--- config.mk ---
export PLATFORM = sky130hd
export DESIGN_NAME = fp_adder_pipe
export DESIGN_NICKNAME = d
export VERILOG_FILES = /design/src/rtl/fp_pkg.sv /design/src/rtl/fp_lzc28.sv /design/src/rtl/fp_adder_pipe.sv
export SDC_FILE = /design/constraint.sdc
export NUM_CORES = 1
export LEC_CHECK = 0
export ABC_AREA = 0
export BUFFER_PORTS_ARGS = -buffer_cell sky130_fd_sc_hd__buf_2
export CAP_MARGIN = 30
export CORE_MARGIN = 10
export CORE_UTILIZATION = 60
export CTS_BUF_LIST = sky130_fd_sc_hd__clkbuf_8
export DETAILED_ROUTE_END_ITERATION = 8
export PLACE_DENSITY = 0.86
export REMOVE_ABC_BUFFERS = 1
export SLEW_MARGIN = 40
export SYNTH_ARGS = -nofsm -noshare
export SYNTH_HDL_FRONTEND = slang
export SYNTH_SLANG_ARGS = --single-unit
--- constraint.sdc ---
create_clock -name clk -period 8.1 [get_ports clk]
set_input_delay 1.62 -clock clk [delete_from_list [all_inputs] [get_ports clk]]
set_output_delay 1.62 -clock clk [all_outputs]
set_load 0.01 [all_outputs]
--- src/rtl/fp_pkg.sv ---
// Shared definitions for the pipelined binary32 adder: field widths, operand
// classes, special-case codes, canonical encodings and the stage register layouts.
package fp_pkg;

   localparam int EXP_W   = 8;
   localparam int FRAC_W  = 23;
   localparam int BIAS    = 127;
   localparam int MANT_W  = FRAC_W + 1;
   localparam int EXP_MAX = 2 * BIAS + 1;

   localparam logic [31:0] QNAN    = 32'h7FC0_0000;
   localparam logic [31:0] POS_INF = 32'h7F80_0000;
   localparam logic [31:0] NEG_INF = 32'hFF80_0000;

   typedef enum logic [1:0] {
      CLS_ZERO,
      CLS_NORM,
      CLS_INF,
      CLS_NAN
   } fp_class_e;

   typedef enum logic [1:0] {
      SP_NONE,
      SP_NAN,
      SP_INF,
      SP_ZERO
   } special_e;

   // Stage 1 -> stage 2: operands ordered by magnitude plus the override decision.
   typedef struct packed {
      logic                sign;
      logic [EXP_W-1:0]    exp;
      logic [MANT_W-1:0]   mant_big;
      logic [MANT_W-1:0]   mant_small;
      logic [EXP_W-1:0]    d;
      logic                eff_sub;
      special_e            sp;
      logic                sp_sign;
      logic                sp_nv;
   } s1_t;

   typedef struct packed {
      logic                sign;
      logic [EXP_W-1:0]    exp;
      logic [27:0]         sum;
      special_e            sp;
      logic                sp_sign;
      logic                sp_nv;
   } s2_t;

   // Exponent 0 is flushed to zero regardless of fraction.
   function automatic fp_class_e classify(input logic [EXP_W-1:0]  e,
                                          input logic [FRAC_W-1:0] f);
      if (e == '0)
         return CLS_ZERO;
      else if (e == '1)
         return (f == '0) ? CLS_INF : CLS_NAN;
      else
         return CLS_NORM;
   endfunction

endpackage

--- src/rtl/fp_lzc28.sv ---
// Combinational leading-zero counter: 28-bit input, count 0..28 (28 for all zeros).
module fp_lzc28 (
   input  logic [27:0] din,
   output logic [4:0]  count
);

   always_comb begin
      // NOTE: every output of a combinational block gets a default first, so no
      // path leaves it unassigned and no latch is inferred.
      count = 5'd28;
      for (int i = 0; i < 28; i++) begin
         if (din[i]) count = 5'(27 - i);
      end
   end

endmodule

--- src/rtl/fp_adder_pipe.sv ---
// Three-stage binary32 adder: unpack/compare, align/add, normalize/round/pack.
// RNE rounding, FTZ on inputs and results, valid travels with the data.
module fp_adder_pipe
   import fp_pkg::*;
(
   input  logic        clk,
   input  logic        rst_n,
   input  logic        in_valid,
   input  logic [31:0] a,
   input  logic [31:0] b,
   output logic        out_valid,
   output logic [31:0] result,
   output logic        ovf,
   output logic        udf,
   output logic        nv,
   output logic        nx
);

   logic        s1_valid_d, s1_valid_q;
   logic        s2_valid_d, s2_valid_q;
   logic        out_valid_d, out_valid_q;
   s1_t         s1_d, s1_q;
   s2_t         s2_d, s2_q;
   logic [31:0] result_d, result_q;
   logic        ovf_d, ovf_q, udf_d, udf_q, nv_d, nv_q, nx_d, nx_q;

   // ---------------- Stage 1: unpack / classify / order ----------------
   logic              sa, sb, a_big, snan_a, snan_b;
   logic [EXP_W-1:0]  ea, eb;
   logic [FRAC_W-1:0] fa, fb;
   logic [30:0]       key_a, key_b;
   logic [MANT_W-1:0] mant_a, mant_b;
   fp_class_e         ca, cb;

   always_comb begin
      sa     = a[31];
      sb     = b[31];
      ea     = a[30:23];
      eb     = b[30:23];
      fa     = a[22:0];
      fb     = b[22:0];
      ca     = classify(ea, fa);
      cb     = classify(eb, fb);
      key_a  = (ea == '0) ? '0 : a[30:0];
      key_b  = (eb == '0) ? '0 : b[30:0];
      mant_a = (ea == '0) ? '0 : {1'b1, fa};
      mant_b = (eb == '0) ? '0 : {1'b1, fb};
      a_big  = (key_a >= key_b);
      snan_a = (ca == CLS_NAN) && !fa[FRAC_W-1];
      snan_b = (cb == CLS_NAN) && !fb[FRAC_W-1];

      s1_d            = '0;
      s1_d.sign       = a_big ? sa : sb;
      s1_d.exp        = a_big ? ea : eb;
      s1_d.mant_big   = a_big ? mant_a : mant_b;
      s1_d.mant_small = a_big ? mant_b : mant_a;
      s1_d.d          = a_big ? (ea - eb) : (eb - ea);
      s1_d.eff_sub    = sa ^ sb;
      s1_d.sp         = SP_NONE;

      if (ca == CLS_NAN || cb == CLS_NAN) begin
         s1_d.sp    = SP_NAN;
         s1_d.sp_nv = snan_a | snan_b;
      end else if (ca == CLS_INF && cb == CLS_INF && sa != sb) begin
         s1_d.sp    = SP_NAN;
         s1_d.sp_nv = 1'b1;
      end else if (ca == CLS_INF) begin
         s1_d.sp      = SP_INF;
         s1_d.sp_sign = sa;
      end else if (cb == CLS_INF) begin
         s1_d.sp      = SP_INF;
         s1_d.sp_sign = sb;
      end else if (ca == CLS_ZERO && cb == CLS_ZERO) begin
         s1_d.sp      = SP_ZERO;
         s1_d.sp_sign = sa & sb;
      end
   end

   // ---------------- Stage 2: align / add ----------------
   logic [4:0]  shamt;
   logic [26:0] small_ext, big_ext, shifted, lost_mask, aligned;
   logic        sticky;

   always_comb begin
      shamt     = (s1_q.d > 8'd27) ? 5'd27 : s1_q.d[4:0];
      small_ext = {s1_q.mant_small, 3'b000};
      big_ext   = {s1_q.mant_big, 3'b000};
      shifted   = small_ext >> shamt;
      lost_mask = 27'((28'd1 << shamt) - 28'd1);
      sticky    = |(small_ext & lost_mask);
      aligned   = {shifted[26:1], shifted[0] | sticky};

      s2_d         = '0;
      s2_d.sign    = s1_q.sign;
      s2_d.exp     = s1_q.exp;
      s2_d.sum     = s1_q.eff_sub ? ({1'b0, big_ext} - {1'b0, aligned})
                                  : ({1'b0, big_ext} + {1'b0, aligned});
      s2_d.sp      = s1_q.sp;
      s2_d.sp_sign = s1_q.sp_sign;
      s2_d.sp_nv   = s1_q.sp_nv;
   end

   // ---------------- Stage 3: normalize / round / pack ----------------
   logic [4:0]         lz28, lz;
   logic [26:0]        norm;
   logic signed [9:0]  exp_n, exp_r;
   logic               round_inc, inexact;
   logic [24:0]        rounded;
   logic [FRAC_W-1:0]  frac_r;

   fp_lzc28 u_lzc (
      .din   (s2_q.sum),
      .count (lz28)
   );

   always_comb begin
      // Bit 27 is clear on this path, so the 27-bit field has one less leading zero.
      lz = lz28 - 5'd1;
      if (s2_q.sum[27]) begin
         norm  = {s2_q.sum[27:2], |s2_q.sum[1:0]};
         exp_n = $signed({2'b00, s2_q.exp}) + 10'sd1;
      end else begin
         norm  = s2_q.sum[26:0] << lz;
         exp_n = $signed({2'b00, s2_q.exp}) - $signed({5'b00000, lz});
      end

      round_inc = norm[2] & (norm[1] | norm[0] | norm[3]);
      inexact   = |norm[2:0];
      rounded   = {1'b0, norm[26:3]} + {24'd0, round_inc};
      if (rounded[24]) begin
         frac_r = rounded[23:1];
         exp_r  = exp_n + 10'sd1;
      end else begin
         frac_r = rounded[22:0];
         exp_r  = exp_n;
      end

      result_d    = '0;
      ovf_d       = 1'b0;
      udf_d       = 1'b0;
      nv_d        = 1'b0;
      nx_d        = 1'b0;
      out_valid_d = s2_valid_q;

      if (s2_valid_q) begin
         unique case (s2_q.sp)
            SP_NAN: begin
               result_d = QNAN;
               nv_d     = s2_q.sp_nv;
            end
            SP_INF:  result_d = s2_q.sp_sign ? NEG_INF : POS_INF;
            SP_ZERO: result_d = {s2_q.sp_sign, 31'd0};
            default: begin
               if (s2_q.sum == '0) begin
                  result_d = '0;
               end else if (int'(exp_r) >= EXP_MAX) begin
                  result_d = s2_q.sign ? NEG_INF : POS_INF;
                  ovf_d    = 1'b1;
                  nx_d     = 1'b1;
               end else if (int'(exp_r) <= 0) begin
                  result_d = {s2_q.sign, 31'd0};
                  udf_d    = 1'b1;
                  nx_d     = 1'b1;
               end else begin
                  result_d = {s2_q.sign, exp_r[7:0], frac_r};
                  nx_d     = inexact;
               end
            end
         endcase
      end
   end

   assign s1_valid_d = in_valid;
   assign s2_valid_d = s1_valid_q;

   // NOTE: sequential state is written only with <= so every flop samples the
   // pre-edge values; combinational blocks above use = for in-order evaluation.
   always_ff @(posedge clk or negedge rst_n) begin
      if (!rst_n) begin
         s1_valid_q  <= 1'b0;
         s2_valid_q  <= 1'b0;
         out_valid_q <= 1'b0;
         result_q    <= '0;
         ovf_q       <= 1'b0;
         udf_q       <= 1'b0;
         nv_q        <= 1'b0;
         nx_q        <= 1'b0;
      end else begin
         s1_valid_q  <= s1_valid_d;
         s2_valid_q  <= s2_valid_d;
         out_valid_q <= out_valid_d;
         result_q    <= result_d;
         ovf_q       <= ovf_d;
         udf_q       <= udf_d;
         nv_q        <= nv_d;
         nx_q        <= nx_d;
      end
   end

   // NOTE: wide data stage registers carry no reset; the stage valids qualify
   // them, so stale contents after reset are never observed.
   always_ff @(posedge clk) begin
      s1_q <= s1_d;
      s2_q <= s2_d;
   end

   assign out_valid = out_valid_q;
   assign result    = result_q;
   assign ovf       = ovf_q;
   assign udf       = udf_q;
   assign nv        = nv_q;
   assign nx        = nx_q;

endmodule
==> flow_summary.ini <==
[status]
status = finished clean

[setup_path]
cp.arrival_ns = 6.95
worst-path-buf-inv = 5
cp_max_fo = 25
critical_path_required_ns = 8.45
critPathMaxStageDelay_ns = 0.68
cp_common_cell = buf_4
endpoint_kind = flop
crit_chain = inv_1, o21a_1, nand2_1, o211ai_1, o21a_1, buf_4, inv_2, ha_1, xnor2_4, buf_4, mux2i_1, mux2i_1, nand2_1, a211oi_1, nand4_2, nor4_4, nand4_4, nor4_1, mux2_2, o31ai_4, buf_4, nor4_1
cp-start-kind = flop
r2r_slack_ns = 1.50
critical_path.top_delay_family = simple AND/OR/NAND/NOR gates
critPathKind = reg -> reg
crit_cells = 22
critPathSlowestCell = a211oi_1
ff2ff_path_depth = 22

[logic_synthesis]
synth_top_cell_by_area = dfxtp_1
netlist_area_um2 = 14200
ys_seq_area_share_pct = 22.5
ys_seq_elements = 150
synth_edf_count = 0
synth_cell_type_count = 93
ys_warn_count = 0
syn-instance-count = 1835
synth.avg_cell_area_um2 = 7.73
synthTopCellsByCount = 201 x nand2_1, 137 x o21ai_0, 135 x nor2_1
async_reset_ff_share_pct = 26.0
synth_ff_type = dfxtp_1
post-synth-top-count-cell = nand2_1
synth_area_leaders = dfxtp_1 16%, ha_1 9.7%, dfrtp_1 6.9%
synth_top_area_share_pct = 15.7

[sta]
worst_slew_pin_slew_ns = 0.830
maxSlewHeadroom_pct = 44.3
rsz0062_at_grt = no
slew_viol_final = 0
setup-violations-final = 0
hold_violations = 0
fin_setup_tns_ns = 0
clock.fmax_ghz = 0.152
min_period_over_period_pct = 81.5
period_needed_ns = 6.60
fin_skew_ns = 0.0276

[floorplan]
rows = 56
coreArea_um2 = 23400
die_y_um = 174
start_util_pct = 60.6
die_w_um = 174
die_area_um2 = 30200
pin_count = 104

[worst_hold_path]
holdPathStages = 0
min_path_type = reg -> reg

[clock_network]
root_buffer = clkbuf_8
clkTransAtPathRegs_ns = 0.11
postCtsSetupRepairBufs = 0
cts_resized = 0
cts_sinks = 150
h-tree-depth = 4
cts_made_buffers = 17
insertion_delay_ns = 0.49
clockBufferDepth = 2
postCtsHoldBufs = 0
cts_tree = built

[final_layout]
n_antenna_cell = 0
fin_nets = 2052
drive_gt1_share_pct = 13.9
fin_util_pct = 65.6
fin_area_um2 = 15300
area_delta_synth_final_pct = 8.17

[placement]
numPortBuffers = 103
hpwl_um = 35100
place.gp.congestion = 1.03
placed_area_um2 = 14900

[route]
ant_nets = 0
postRouteWirelength_um = 45600
drt_iter0_drc = 1988
wl_per_cell_um = 20.7
first_pass_iters = 7
vias = 14411
drcViolationCount = 0
viasPerCell = 6.54

[global_route]
grt_overflow = 0
grt_use_total_pct = 29.2
antenna_found_initial = 1
first_global_vias = 13765
grt_max_degree = 104
grt_pass1_wl_um = 73000

[power]
p_int_mw = 2.22
power_leakage_nw = 6.90
total_power_mw = 4.58
switchingPower_mw = 2.37
pwr-share-clk_pct = 13.5
seqPwrFrac_pct = 25.0
p_per_area_nw_per_um2 = 299
power_switching_share_pct = 51.7
irDropWorstVdd_v = 0.000141
comb_power_share_pct = 61.5

[job]
maxCapViolCount = 0
-- per-stage QoR --
stage | std cells | hold slack (ns) | setup WS, ns
2_1_floorplan | 1717 | 0.310 | -4.00
3_3_place_gp | 2171 | 0.310 | 1.65
3_5_place_dp | 2171 | 0.312 | 1.66
4_1_cts | 2203 | 0.336 | 1.64
5_1_grt | 2203 | 0.341 | 1.04
6_report | 2203 | 0.335 | 1.50
-- per-layer routing --
| layer | global-route usage, % | up-vias | part of all wire, % | routed length, um |
|---|---|---|---|---|
| met1 | 35.4 | 6719 | 40 | 18100 |
| met3 | 5.60 | 154 | 8.1 | 3670 |
| met2 | 48.9 | 786 | 48 | 21700 |
| met5 | 0 | - | 0 | 0 |
| met4 | 13.8 | 0 | 4.6 | 2100 |
| li1 | - | 6752 | - | - |
-- cell families after synthesis --
family	share of synthesized area, %
flip-flops	22.5
XOR/XNOR	4.58
multiplexers	9.67
AND/OR/NAND/NOR	24.1
buffers and inverters	6.70
adder cells (fa/ha/maj)	10.3
AO/OA/AOI/OAI	22.2
-- final timing paths --
check / from / to
min: s1_q[66] / s2_q[37]
min reg2reg: s1_q[66] / s2_q[37]
max: s2_q[29] / result[2]
max reg2reg: s2_q[29] / result[2]
min in group asynchronous: rst_n / result[6]
max in group asynchronous: rst_n / out_valid_d
-- cells in the final DEF, fill, tap and decap left out, types with 17 or more instances in the layout --
cell	count
a211oi_1	17
a21oi_1	93
a31oi_1	24
buf_2	102
buf_4	32
clkbuf_8	17
dfrtp_1	39
dfxtp_1	111
ha_1	110
inv_1	121
mux2_2	21
mux2i_1	73
nand2_1	201
nand2b_1	25
nand3_1	64
nand4_1	26
nor2_1	135
nor2b_1	27
nor3_1	49
nor4_1	35
nor4_2	22
o21a_1	17
o21ai_0	137
xnor2_1	46
xor2_1	25
-- power by group through the flow --
stage	Combinational (mW)	Clock [mW]	Sequential [mW]
after floorplan	1.88	0	1.13
after global placement	2.71	0	1.14
after detailed placement	2.73	0	1.15
after CTS	2.75	0.622	1.13
after global routing	3.04	0.654	1.16
final	2.82	0.619	1.15
-- state kept, by name, indices dropped and copies added (netlist names), 24 cells and up --
signal	flops
big_ext	24
result	32
s1_q	46
s2_q	41
-- area by class of cell --
| class | count | area (um^2) |
|---|---|---|
| fillers | 2078 | 8060 |
| well taps | 319 | 399 |
| clock inverters | 15 | 189 |
| inverters | 125 | 469 |
| repair buffers | 135 | 771 |
| multi-input cells | 1442 | 10100 |
| flip-flops and latches | 150 | 3200 |
| clock buffers | 17 | 234 |
(Power assumes the default switching activity.)
